[src/rtl/tdm_rx_buffer.sv]
// -----------------------------------------------------------------------------
// tdm_rx_buffer
//
// Purpose:
//   Receives one TDM audio stream (ADC side), deserializes each slot into an
//   IO_WIDTH-bit two's-complement sample (MSB first on the wire) and stores a
//   whole frame in one half of a ping-pong buffer.  The DSP core reads the
//   other half through a registered read port.  frame_tick pulses for one
//   clk cycle whenever a freshly completed frame becomes readable.
//
//   sclk_in, fs_in and sdata_in are asynchronous to clk.  They pass through
//   2-FF synchronizers; sclk gets an extra history stage for rise detection.
//   Correct operation needs f_clk >= 4 * f_sclk.
//
//   Framing: fs is high on the sclk rise that carries slot 0 MSB (no 1-bit
//   delay).  Only bits 0..IO_WIDTH-1 of each SLOT_WIDTH-bit slot are kept.
//
// Ports:
//   clk         in   core clock
//   reset_n     in   asynchronous active-low reset
//   sclk_in     in   TDM bit clock (async)
//   fs_in       in   TDM frame sync (async)
//   sdata_in    in   TDM serial data (async)
//   rd_addr     in   channel read address
//   rd_data     out  sample at rd_addr in the read bank, 1-cycle latency
//   frame_tick  out  1-cycle pulse: new frame readable
//   frame_ack   in   core pulse: finished with the current read bank
//   overrun     out  sticky: bank swap with no ack since the previous tick
//   frame_err   out  sticky: frame sync seen mid-frame
//   err_clr     in   clears overrun and frame_err (a same-cycle set wins)
//
// Optional feature (macro TDM_RX_CLIP_DETECT_EN):
//   clip_flags  out  per-channel sticky full-scale detect
//   clip_clr    in   clears clip_flags (a same-cycle set wins)
//   With the macro undefined these ports and their logic do not exist.
// -----------------------------------------------------------------------------
module tdm_rx_buffer #(
    parameter int IO_WIDTH      = 24,
    parameter int SLOT_WIDTH    = 32,
    parameter int NUM_CHANNELS  = 8,
    parameter int CH_ADDR_WIDTH = 3
) (
    input  logic                     clk,
    input  logic                     reset_n,
    input  logic                     sclk_in,
    input  logic                     fs_in,
    input  logic                     sdata_in,
    input  logic [CH_ADDR_WIDTH-1:0] rd_addr,
    output logic [IO_WIDTH-1:0]      rd_data,
    output logic                     frame_tick,
    input  logic                     frame_ack,
    output logic                     overrun,
    output logic                     frame_err,
    input  logic                     err_clr
`ifdef TDM_RX_CLIP_DETECT_EN
    ,
    output logic [NUM_CHANNELS-1:0]  clip_flags,
    input  logic                     clip_clr
`endif
);

    localparam int BIT_CNT_W = (SLOT_WIDTH > 1) ? $clog2(SLOT_WIDTH) : 1;
    localparam int MEM_DEPTH = 2 * NUM_CHANNELS;

    localparam logic [BIT_CNT_W-1:0]     LAST_DATA_BIT = BIT_CNT_W'(IO_WIDTH - 1);
    localparam logic [BIT_CNT_W-1:0]     LAST_SLOT_BIT = BIT_CNT_W'(SLOT_WIDTH - 1);
    localparam logic [CH_ADDR_WIDTH-1:0] LAST_CH       = CH_ADDR_WIDTH'(NUM_CHANNELS - 1);

    typedef enum logic [1:0] {
        ST_IDLE    = 2'd0,
        ST_RECV    = 2'd1,
        ST_WAIT_FS = 2'd2
    } state_t;

    // ------------------------------------------------------------------
    // Synchronizers and edge detection
    // ------------------------------------------------------------------
    // Index 0 is the first stage, 1 the settled stage, 2 (sclk only) the
    // history stage used for rise detection.
    logic [2:0] sclk_sync_q;
    logic [1:0] fs_sync_q;
    logic [1:0] sdata_sync_q;

    // fs level seen at the previous sclk rise; fs_rise is judged on the
    // bit grid rather than on clk so that fs and data stay bit-aligned.
    logic       fs_prev_q, fs_prev_d;

    logic       sclk_rise;
    logic       fs_bit;
    logic       data_bit;
    logic       fs_rise;

    assign sclk_rise = sclk_sync_q[1] & ~sclk_sync_q[2];
    assign fs_bit    = fs_sync_q[1];
    assign data_bit  = sdata_sync_q[1];
    assign fs_rise   = sclk_rise & fs_bit & ~fs_prev_q;

    always_comb begin
        fs_prev_d = fs_prev_q;
        if (sclk_rise) begin
            fs_prev_d = fs_bit;
        end
    end

    // ------------------------------------------------------------------
    // Receive FSM and deserializer
    // ------------------------------------------------------------------
    state_t                   state_q, state_d;
    logic [BIT_CNT_W-1:0]     bit_cnt_q, bit_cnt_d;
    logic [CH_ADDR_WIDTH-1:0] slot_cnt_q, slot_cnt_d;
    logic [IO_WIDTH-1:0]      shift_q, shift_d;

    // Sample write staged one clk after its last bit is captured.
    logic                     wr_en_q, wr_en_d;
    logic                     wr_last_q, wr_last_d;
    logic [CH_ADDR_WIDTH-1:0] wr_addr_q, wr_addr_d;
    logic [IO_WIDTH-1:0]      wr_data_q, wr_data_d;

    // Capture position for the current bit: either the running counters or
    // slot 0 bit 0 when this bit opens a frame.
    logic                     capture;
    logic [BIT_CNT_W-1:0]     cap_bit;
    logic [CH_ADDR_WIDTH-1:0] cap_slot;
    logic                     ferr_set;

    always_comb begin
        state_d    = state_q;
        bit_cnt_d  = bit_cnt_q;
        slot_cnt_d = slot_cnt_q;
        shift_d    = shift_q;
        wr_en_d    = 1'b0;
        wr_last_d  = 1'b0;
        wr_addr_d  = wr_addr_q;
        wr_data_d  = wr_data_q;
        capture    = 1'b0;
        cap_bit    = bit_cnt_q;
        cap_slot   = slot_cnt_q;
        ferr_set   = 1'b0;

        if (sclk_rise) begin
            case (state_q)
                ST_IDLE, ST_WAIT_FS: begin
                    if (fs_rise) begin
                        capture  = 1'b1;
                        cap_bit  = '0;
                        cap_slot = '0;
                    end
                end
                ST_RECV: begin
                    capture = 1'b1;
                    // Early frame sync: drop the partial frame and let this
                    // bit start a new one.  Already-written samples of the
                    // dropped frame are simply overwritten later.
                    if (fs_rise) begin
                        ferr_set = 1'b1;
                        cap_bit  = '0;
                        cap_slot = '0;
                    end
                end
                default: begin
                    capture = 1'b0;
                end
            endcase
        end

        if (capture) begin
            state_d = ST_RECV;

            if (cap_bit <= LAST_DATA_BIT) begin
                shift_d = {shift_q[IO_WIDTH-2:0], data_bit};
            end

            if (cap_bit == LAST_DATA_BIT) begin
                wr_en_d   = 1'b1;
                wr_addr_d = cap_slot;
                wr_data_d = {shift_q[IO_WIDTH-2:0], data_bit};
                wr_last_d = (cap_slot == LAST_CH);
            end

            if (cap_bit == LAST_SLOT_BIT) begin
                bit_cnt_d = '0;
                if (cap_slot == LAST_CH) begin
                    slot_cnt_d = '0;
                    state_d    = ST_WAIT_FS;
                end else begin
                    slot_cnt_d = cap_slot + 1'b1;
                end
            end else begin
                bit_cnt_d  = cap_bit + 1'b1;
                slot_cnt_d = cap_slot;
            end
        end
    end

    // ------------------------------------------------------------------
    // Bank control, handshake and error flags
    // ------------------------------------------------------------------
    logic                swap_q, swap_d;
    logic                wr_bank_q, wr_bank_d;
    logic                rd_bank_q, rd_bank_d;
    logic                ack_pend_q, ack_pend_d;
    logic                overrun_q, overrun_d;
    logic                frame_err_q, frame_err_d;
    logic                rd_bank_sel;
    logic [IO_WIDTH-1:0] rd_data_q, rd_data_d;

    logic [IO_WIDTH-1:0] mem_q [MEM_DEPTH];

    always_comb begin
        // Swap one clk after the final sample of the frame lands in memory.
        swap_d    = wr_en_q & wr_last_q;
        wr_bank_d = wr_bank_q;
        rd_bank_d = rd_bank_q;
        if (swap_q) begin
            wr_bank_d = ~wr_bank_q;
            rd_bank_d = wr_bank_q;
        end

        // An ack in the swap cycle retires the previous tick; the new tick
        // then becomes the one awaiting acknowledgement.
        ack_pend_d = ack_pend_q;
        if (swap_q) begin
            ack_pend_d = 1'b1;
        end else if (frame_ack) begin
            ack_pend_d = 1'b0;
        end

        overrun_d   = (swap_q & ack_pend_q & ~frame_ack) | (overrun_q & ~err_clr);
        frame_err_d = ferr_set | (frame_err_q & ~err_clr);

        // A read issued in the swap cycle must already see the new bank.
        rd_bank_sel = swap_q ? wr_bank_q : rd_bank_q;
        rd_data_d   = mem_q[{rd_bank_sel, rd_addr}];
    end

    always_ff @(posedge clk or negedge reset_n) begin
        if (!reset_n) begin
            sclk_sync_q  <= '0;
            fs_sync_q    <= '0;
            sdata_sync_q <= '0;
            fs_prev_q    <= 1'b0;
            state_q      <= ST_IDLE;
            bit_cnt_q    <= '0;
            slot_cnt_q   <= '0;
            shift_q      <= '0;
            wr_en_q      <= 1'b0;
            wr_last_q    <= 1'b0;
            wr_addr_q    <= '0;
            wr_data_q    <= '0;
            swap_q       <= 1'b0;
            wr_bank_q    <= 1'b0;
            rd_bank_q    <= 1'b1;
            ack_pend_q   <= 1'b0;
            overrun_q    <= 1'b0;
            frame_err_q  <= 1'b0;
            rd_data_q    <= '0;
        end else begin
            sclk_sync_q  <= {sclk_sync_q[1:0], sclk_in};
            fs_sync_q    <= {fs_sync_q[0], fs_in};
            sdata_sync_q <= {sdata_sync_q[0], sdata_in};
            fs_prev_q    <= fs_prev_d;
            state_q      <= state_d;
            bit_cnt_q    <= bit_cnt_d;
            slot_cnt_q   <= slot_cnt_d;
            shift_q      <= shift_d;
            wr_en_q      <= wr_en_d;
            wr_last_q    <= wr_last_d;
            wr_addr_q    <= wr_addr_d;
            wr_data_q    <= wr_data_d;
            swap_q       <= swap_d;
            wr_bank_q    <= wr_bank_d;
            rd_bank_q    <= rd_bank_d;
            ack_pend_q   <= ack_pend_d;
            overrun_q    <= overrun_d;
            frame_err_q  <= frame_err_d;
            rd_data_q    <= rd_data_d;
        end
    end

    // Sample RAM: intentionally not reset.
    always_ff @(posedge clk) begin
        if (wr_en_q) begin
            mem_q[{wr_bank_q, wr_addr_q}] <= wr_data_q;
        end
    end

    assign rd_data    = rd_data_q;
    assign frame_tick = swap_q;
    assign overrun    = overrun_q;
    assign frame_err  = frame_err_q;

`ifdef TDM_RX_CLIP_DETECT_EN
    // ------------------------------------------------------------------
    // Full-scale detect on every sample written
    // ------------------------------------------------------------------
    localparam logic [IO_WIDTH-1:0] FS_POS = {1'b0, {(IO_WIDTH-1){1'b1}}};
    localparam logic [IO_WIDTH-1:0] FS_NEG = {1'b1, {(IO_WIDTH-1){1'b0}}};

    logic [NUM_CHANNELS-1:0] clip_q, clip_d;
    logic [NUM_CHANNELS-1:0] clip_set;

    always_comb begin
        clip_set = '0;
        if (wr_en_q && ((wr_data_q == FS_POS) || (wr_data_q == FS_NEG))) begin
            clip_set[wr_addr_q] = 1'b1;
        end
        clip_d = clip_set | (clip_q & ~{NUM_CHANNELS{clip_clr}});
    end

    always_ff @(posedge clk or negedge reset_n) begin
        if (!reset_n) begin
            clip_q <= '0;
        end else begin
            clip_q <= clip_d;
        end
    end

    assign clip_flags = clip_q;
`endif

endmodule

[config.mk]
export PLATFORM = sky130hd
export DESIGN_NAME = tdm_rx_buffer
export DESIGN_NICKNAME = d
export VERILOG_FILES = /design/src/rtl/tdm_rx_buffer.sv
export SDC_FILE = /design/constraint.sdc
export NUM_CORES = 1
export LEC_CHECK = 0
export BUFFER_PORTS_ARGS = -buffer_cell sky130_fd_sc_hd__buf_2
export CAP_MARGIN = 15
export CORE_ASPECT_RATIO = 0.9
export CORE_UTILIZATION = 55
export DETAILED_ROUTE_END_ITERATION = 12
export PLACE_DENSITY = 0.71
export SKIP_LAST_GASP = 1
export SLEW_MARGIN = 15
export SYNTH_ARGS = -nofsm -noshare
export SYNTH_HDL_FRONTEND = slang
export SYNTH_SLANG_ARGS = --single-unit
[constraint.sdc]
create_clock -name clk -period 4.8 [get_ports clk]
set_clock_uncertainty 0.2 [all_clocks]
set_input_delay 0.24 -clock clk [delete_from_list [all_inputs] [get_ports clk]]
set_output_delay 0.24 -clock clk [all_outputs]
set_load 0.005 [all_outputs]
# Word-level counts from Yosys, hierarchy flattened
# Memory sizes are Yosys's and may differ from the RTL's. A register that Yosys moved wholly into a read port is not among the register bits.
# Cells that the tools add are included.
# word_totals
reg_bits	76
mem_bits_rw	384
in_bits	10
out_inout_bits	27
wordCells	74
memories	1
# memory_table
memory	words	width	read_ports	rd_ports_with_merged_regs	wr	line_no	rtl
mem_q	16	24	1	1	1	207	logic [IO_WIDTH-1:0] mem_q [MEM_DEPTH];
# op_classes
add_sub_neg	2
n_lt_le_gt_ge	1
n_eq_ne	5
muxes	25
bitwise	15
reduce_logical	7
# op_table
operator	n
$mux W5	4
$mux W3	5
$mux W1	13
$eq A5 B5 Y1 const B	2
$and A1 B1 Y1	8
$add A5 B1 Y5 const B	1
$le A5 B5 Y1 const B	1
$not A1 Y1	5
$mux W2	2
$reduce_and A2 Y1	2
$add A3 B1 Y3 const B	1
$eq A3 B3 Y1 const B	1
$reduce_or A3 Y1	1
$eq A2 B1 Y1 const B	1
$eq A2 B2 Y1 const B	1
$logic_not A2 Y1	1
$or A1 B1 Y1	2
$pmux W1 S2	1
$reduce_bool A2 Y1	1
$reduce_or A2 Y1	1
$logic_not A1 Y1	1

# Logic depth before layout (Yosys ltp)
# Gate-level depths: netlist of the first run.
# depth
depth_word	10
depth_mapped	10
ltp_nobuf	10

# Least setup slack after synthesis of the first run
# Ideal clock, no wire load.
# synth_path
path_type	flip-flop to flip-flop
from	reg wr_addr_q[0]
to	mem mem_q[0][0], enable pin
setup_ns	0.435
t_arrival_ns	2.576
required_ns	4.165
slack_ns	1.588
stages_incl_launch_ff	3
n_path_buf	0
synth_period_minus_slack_ns	3.212
cell_sequence	dfrtp_1 or3b_2 nor3_1
# synth_rtl
item	line_no	rtl
from (decl)	116	logic [CH_ADDR_WIDTH-1:0] wr_addr_q, wr_addr_d;
from (signal assigned)	268	wr_addr_q <= wr_addr_d;
to (decl)	207	
# Straight into the memory's write port.

# Worst setup path in the final report of the first run
# layout_path
from	reg swap_q, in the netlist frame_tick
to	reg rd_data_q[11], in the netlist rd_data[11] (read register of mem_q)
# layout_between
elab_chain_len	1
# layout_rtl
item	line_no	rtl
from (decl)	198	logic swap_q, swap_d;
from (signal assigned)	270	swap_q <= swap_d;
$mux W1	n/a	
to (decl)	205	logic [IO_WIDTH-1:0] rd_data_q, rd_data_d;
# No other way between the ends.
# A chain may end at the register's enable or synchronous reset.

==> results.sh, run 1 <==
export IMPL_status="finished with violations"
export IMPL_failed_checks="design-rule violations"
export IMPL_cp_max_fo=23
export IMPL_crit_cells=6
export IMPL_ctsHoldBuffers=6
export IMPL_ant_nets=0
export IMPL_worstReg2RegStart="frame_tick"
export IMPL_fillCellCount=2151
export IMPL_setup_ws_ns=1.74
export IMPL_tns_ns=0
export IMPL_total_power_uw=8570
export IMPL_crit_end="rd_data[11]"
export IMPL_arrival_ns=3.32
export IMPL_clock_latency_ns=0.54
export IMPL_synth_cell_types=35
export IMPL_period_needed_ns=3.06
export IMPL_grt_pass1_vias=8644
export IMPL_synth_area_mm2=0.0180
export IMPL_synth_fa_ha_area_share_pct=0.277
export IMPL_worstPathRequired_ns=5.06
export IMPL_layout_common_cells="edfxtp_1 (384), dfrtp_1 (99), mux4_2 (96)"
export IMPL_synth_xor_area_share_pct=0.0971
export IMPL_path_class="reg -> reg"
export IMPL_place_ws_ns=1.74
export IMPL_synth_compound_area_share_pct=2.20
export IMPL_dieWidth_um=193
export IMPL_yosys_warnings=0
export IMPL_worstRegToRegCells=6
export IMPL_firstDrtPassIters=8
export IMPL_synth_area_leaders="edfxtp_1 (64%), dfrtp_1 (14%), mux4_2 (12%), mux2_2 (2.8%), mux2i_1 (1.2%)"
export IMPL_numPortBuffers=36
export IMPL_die_y_um=174
export IMPL_yosysSeqAreaShare_pct=77.8
export IMPL_endpoint_kind="register"
export IMPL_slowest_stage="nand2_1"
export IMPL_powerDensity_mw_per_mm2=419
export IMPL_synth_seq_cells=484
export IMPL_rsz0062_at_grt="false"
export IMPL_grt_pass1_wl_um=54200
export IMPL_synth_top_area_share_pct=63.9
export IMPL_io_pins=37
export IMPL_slowest_delay_ns=0.87
export IMPL_cts_resized=0
export IMPL_regToRegEndpoint="rd_data[11]"
export IMPL_start_util_pct=56.2
export IMPL_drv_cap=0
export IMPL_grt_max_degree=57
export IMPL_overflow=0
export IMPL_cp_start_kind="register"
export IMPL_post_dp_hpwl_um=19400
export IMPL_wl_um=35800
export IMPL_crit_buf_inv=2
export IMPL_slew_viol_final=0
export IMPL_clockBufferDepth=3
export IMPL_postCtsSetupRepairBufs=0
export IMPL_finalNetCount=917
export IMPL_rrSetupSlack_ns=1.74
export IMPL_cts_buffers=46
export IMPL_synth_mux_area_share_pct=16.6
export IMPL_synth_simple_area_share_pct=1.87
export IMPL_clock_sinks=484
export IMPL_fp_dieArea_mm2=0.0335
export IMPL_layout_commonest_cell="edfxtp_1"
export IMPL_syn_nets=843
export IMPL_drc=3
export IMPL_grt_use_total_pct=22.5
export IMPL_synth_top_family_by_area="multiplexers"
export IMPL_setup_violations=0
export IMPL_drt_iter0_drc=944
export IMPL_yosysTopAreaCell="edfxtp_1"
export IMPL_leakage_uw=0.00722
export IMPL_period_share_pct=63.8
export IMPL_maxSlewHeadroom_pct=21.6
export IMPL_area_delta_synth_final_pct=13.3
export IMPL_critPathLaunch="frame_tick"
export IMPL_num_rows=62
export IMPL_cts_reportedPaths_clkPinSlew_ns=0.06
export IMPL_syn_avg_cell_area_um2=21.8
export IMPL_core_area_mm2=0.0321
export IMPL_max_freq_ghz=0.327
export IMPL_cts_root_buf="clkbuf_16"
export IMPL_syn_inst=829
export IMPL_h_tree_depth=2
export IMPL_crit_chain="mux2i_4 -> buf_4 -> inv_1 -> nand2_1 -> o22ai_1 -> a21oi_1"
export IMPL_vdd_drop_max_mv=0.277
export IMPL_globalplace_congestion=0.795
export IMPL_cts_tree="yes"
export IMPL_post_drt_wl_per_cell_um=26.3
export IMPL_crit_family="simple AND/OR/NAND/NOR gates"
export IMPL_worst_slew_pin_slew_ns=1.17
export IMPL_drive_gt1_share_pct=31.7
export IMPL_via_per_inst=6.06
export IMPL_hold_path_class="in -> async"
export IMPL_hold_violations=0
export IMPL_vias=8226
export IMPL_n_antenna_cell=0
export IMPL_grt_antenna_before_repair=0
cell type report:
type | count | area [um^2] | share of cell area [%]
Timing Repair Buffer | 63 | 409 | 2.00
Sequential cell | 484 | 14000 | 68.7
Clock buffer | 70 | 1400 | 6.83
Clock inverter | 16 | 153 | 0.747
Tap cell | 416 | 520 | 2.55
Inverter | 6 | 22.5 | 0.110
Multi-Input combinational cell | 302 | 3900 | 19.1
metal layers:
metal  up-vias  routed length [um]  share of wire (%)  global-route usage [%]
met5         -                   0                  0                       0
met4         0                 696                1.9                    5.21
li1       3529                   -                  -                       -
met1      4378               16100                 45                    34.9
met2       265               16900                 47                    34.4
met3        54                2050                5.7                    3.38
how the worst min path moves through the flow:
stage,end,slack (ns),from,cells past startpoint
final,bit_cnt_q[4],0.14,reset_n,2
after global routing,sdata_sync_q[0],0.13,sdata_in,2
after CTS,sclk_sync_q[0],0.13,sclk_in,2
after detailed placement,fs_sync_q[1],0.14,fs_sync_q[0],0
after global placement,fs_sync_q[1],0.13,fs_sync_q[0],0
after floorplan,ack_pend_q,-0.26,reset_n,0
cell families after synthesis:
family / Yosys count
flip-flops: 484
multiplexers: 170
AND/OR/NAND/NOR: 64
AO/OA/AOI/OAI: 62
buffers and inverters: 43
adder cells (fa/ha/maj): 4
XOR/XNOR: 2
flip-flops by register name (all words and copies together) (netlist names), 3 cells and up:
register and cells:
mem_q 384, rd_data 24, wr_data_q 24, shift_q 23, bit_cnt_q 5, sclk_sync_q 3
slot_cnt_q 3, wr_addr_q 3
Yosys cell counts:
cell type and count:
a21o_1 2, a21oi_1 23, a21oi_4 1, a31o_4 1, a32o_1 2, and2_1 8, and4bb_2 1, buf_2 14
buf_6 4, clkbuf_1 19, dfrtp_1 99, dfstp_2 1, edfxtp_1 384, ha_1 4, inv_1 6, mux2_2 45
mux2_4 8, mux2i_1 21, mux4_2 96, nand2_1 16, nand2b_1 7, nand3_1 3, nand3b_1 2, nand4b_1 2
nand4b_2 1, nor2_1 18, nor3_1 4, o21bai_1 2, o22a_1 1, o22ai_1 29, o31ai_1 1, or3b_2 1
or3b_4 1, xnor2_1 1, xor2_1 1
per-stage QoR:
| step | utilization, % | cell area, um^2 | cells | hold WS (ns) |
|---|---|---|---|---|
| after global placement | 58.6 | 18800 | 1265 | 0.134 |
| after CTS | 63.6 | 20400 | 1357 | 0.128 |
| after global routing | 63.6 | 20400 | 1357 | 0.129 |
| final | 63.6 | 20400 | 1357 | 0.137 |
| after detailed placement | 58.6 | 18800 | 1265 | 0.136 |
| after floorplan | - | 18000 | 829 | -0.256 |
where the power goes:
part           leakage (uW)  internal, uW  total [uW]  switching [uW]
Clock              0.000756          2170        3660            1490
Combinational       0.00161           140         279             140
Sequential          0.00485          4560        4630            72.8
Total               0.00722          6860        8570            1710
Note: power is estimated with default switching activity, not from simulation.
==> run 2: changes to the inputs <==
- PLACE_DENSITY: 0.71 -> 0.74
- clock period: 4.8 -> 2.58 ns (I/O delays scaled with it)
==> results.sh, run 2 (synthesis results as in run 1) <==
export IMPL_powerDensity_mw_per_mm2=746
export IMPL_grt_antenna_before_repair=0
export IMPL_cts_tree="yes"
export IMPL_failed_checks="design-rule violations"
export IMPL_clock_sinks=484
export IMPL_n_antenna_cell=0
export IMPL_grt_max_degree=35
export IMPL_cp_max_fo=23
export IMPL_overflow=0
export IMPL_hold_path_class="in -> reg"
export IMPL_io_pins=37
export IMPL_wl_um=36700
export IMPL_firstDrtPassIters=11
export IMPL_hold_path_end="sclk_sync_q[0]"
export IMPL_start_util_pct=56.2
export IMPL_worstReg2RegStart="fs_prev_q"
export IMPL_layout_commonest_cell="edfxtp_1"
export IMPL_fp_dieArea_mm2=0.0335
export IMPL_grt_pass1_wl_um=55300
export IMPL_largest_reg_flops=384
export IMPL_whs_path_depth=2
export IMPL_drv_cap=0
export IMPL_path_class="reg -> reg"
export IMPL_regToRegEndpoint="shift_q[11]"
export IMPL_endpoint_kind="register"
export IMPL_hold_violations=0
export IMPL_rrSetupSlack_ns=0.11
export IMPL_final_seq_area_mm2=0.0140
export IMPL_drt_iter0_drc=862
export IMPL_cts_reportedPaths_clkPinSlew_ns=0.06
export IMPL_num_rows=62
export IMPL_numPortBuffers=36
export IMPL_area_delta_synth_final_pct=14.9
export IMPL_finalNetCount=943
export IMPL_ant_nets=0
export IMPL_drc=6
export IMPL_worstPathRequired_ns=2.80
export IMPL_slew_viol_final=0
export IMPL_via_per_inst=6.18
export IMPL_cts_buffers=46
export IMPL_setup_violations=0
export IMPL_grt_use_total_pct=22.9
export IMPL_arrival_ns=2.70
export IMPL_utilization_pct=64.6
export IMPL_core_area_mm2=0.0321
export IMPL_post_drt_wl_per_cell_um=26.6
export IMPL_grt_pass1_vias=8964
export IMPL_worstRegToRegCells=7
export IMPL_cp_start_kind="register"
export IMPL_clock_latency_ns=0.54
export IMPL_fin_hold_ws_ns=0.0360
export IMPL_dieWidth_um=193
export IMPL_vias=8544
export IMPL_clockBufferDepth=3
export IMPL_post_dp_hpwl_um=20000
export IMPL_leakage_uw=0.00735
export IMPL_drive_gt1_share_pct=33.6
export IMPL_cts_root_buf="clkbuf_16"
export IMPL_max_freq_ghz=0.404
export IMPL_hold_start="sclk_in"
export IMPL_worst_slew_pin_slew_ns=0.570
export IMPL_fillCellCount=2063
export IMPL_status="finished with violations"
export IMPL_multi_input_area_mm2=0.00388
export IMPL_rsz0062_at_grt="true"
export IMPL_setup_ws_ns=0.105
export IMPL_layout_common_cells="edfxtp_1 (384), dfrtp_1 (99), mux4_2 (96)"
export IMPL_max_flop_register="mem_q"
export IMPL_vdd_drop_max_mv=0.555
export IMPL_maxSlewHeadroom_pct=62.0
export IMPL_die_y_um=174
export IMPL_h_tree_depth=2
export IMPL_place_ws_ns=0.0683
export IMPL_globalplace_congestion=0.762
export IMPL_period_needed_ns=2.47
export IMPL_period_share_pct=95.9
-- run 2: per-layer routing --
metal	wire, um	up-vias	track usage, %
li1	-	3589	-
met1	15000	4527	32.8
met2	18100	365	36.9
met3	2690	63	3.77
met4	913	0	6.12
met5	0	-	0
-- run 2: layout make-up --
type	instances	share of cell area [%]
multi-input cells	302	18.7
repair buffers	89	4.08
flip-flops and latches	484	67.7
well taps	416	2.51
clock buffers	66	6.31
clock inverters	20	0.585
inverters	6	0.109
-- run 2: worst max-delay path by stage --
stage	from	end	slack, ns	cells past startpoint
CTS	sclk_sync_q[1]	state_q[0]	0.05	11
finish	fs_prev_q	shift_q[11]	0.11	7
global placement	sclk_sync_q[1]	state_q[0]	0.15	11
global route	fs_prev_q	slot_cnt_q[1]	-0.01	10
floorplan	wr_addr_q[2]	mem_q[1][0]	-0.33	2
detailed placement	sclk_sync_q[1]	state_q[0]	0.07	11
-- run 2: metrics by stage --
step	total power, uW	setup TNS [ns]	area (um^2)	std cells
floorplan	9110	-16.04	18100	829
global placement	9300	0	19200	1288
detailed placement	9320	0	19200	1288
CTS	15600	0	20700	1383
global route	15900	-0.0195	20700	1383
finish	15500	0	20700	1383
-- run 2: repair_timing --
action | 4_1_cts | 5_1_grt
hold buffers | 9 | 0
buffers inserted | 0 | 0
endpoints found under the setup margin | 0 | 6
hold endpoints to repair | 109 | 0
gates resized for setup | 0 | 2
-- run 2: report_power, final --
group / switching, uW / leakage [uW] / internal [uW]
combinational: 269 / 0.00179 / 288
clock: 2750 / 0.000702 / 3550
sequential: 135 / 0.00485 / 8480
total: 3150 / 0.00735 / 12300
-- run 2: worst max-delay path, stage by stage (launching register included) --
cell and delay (ns):
dfrtp_1 0.38, and4bb_2 0.31, nand2_1 0.08, and2_1 0.18, ha_1 0.22, o21bai_1 0.19, a31o_4 0.40, mux2_2 0.39
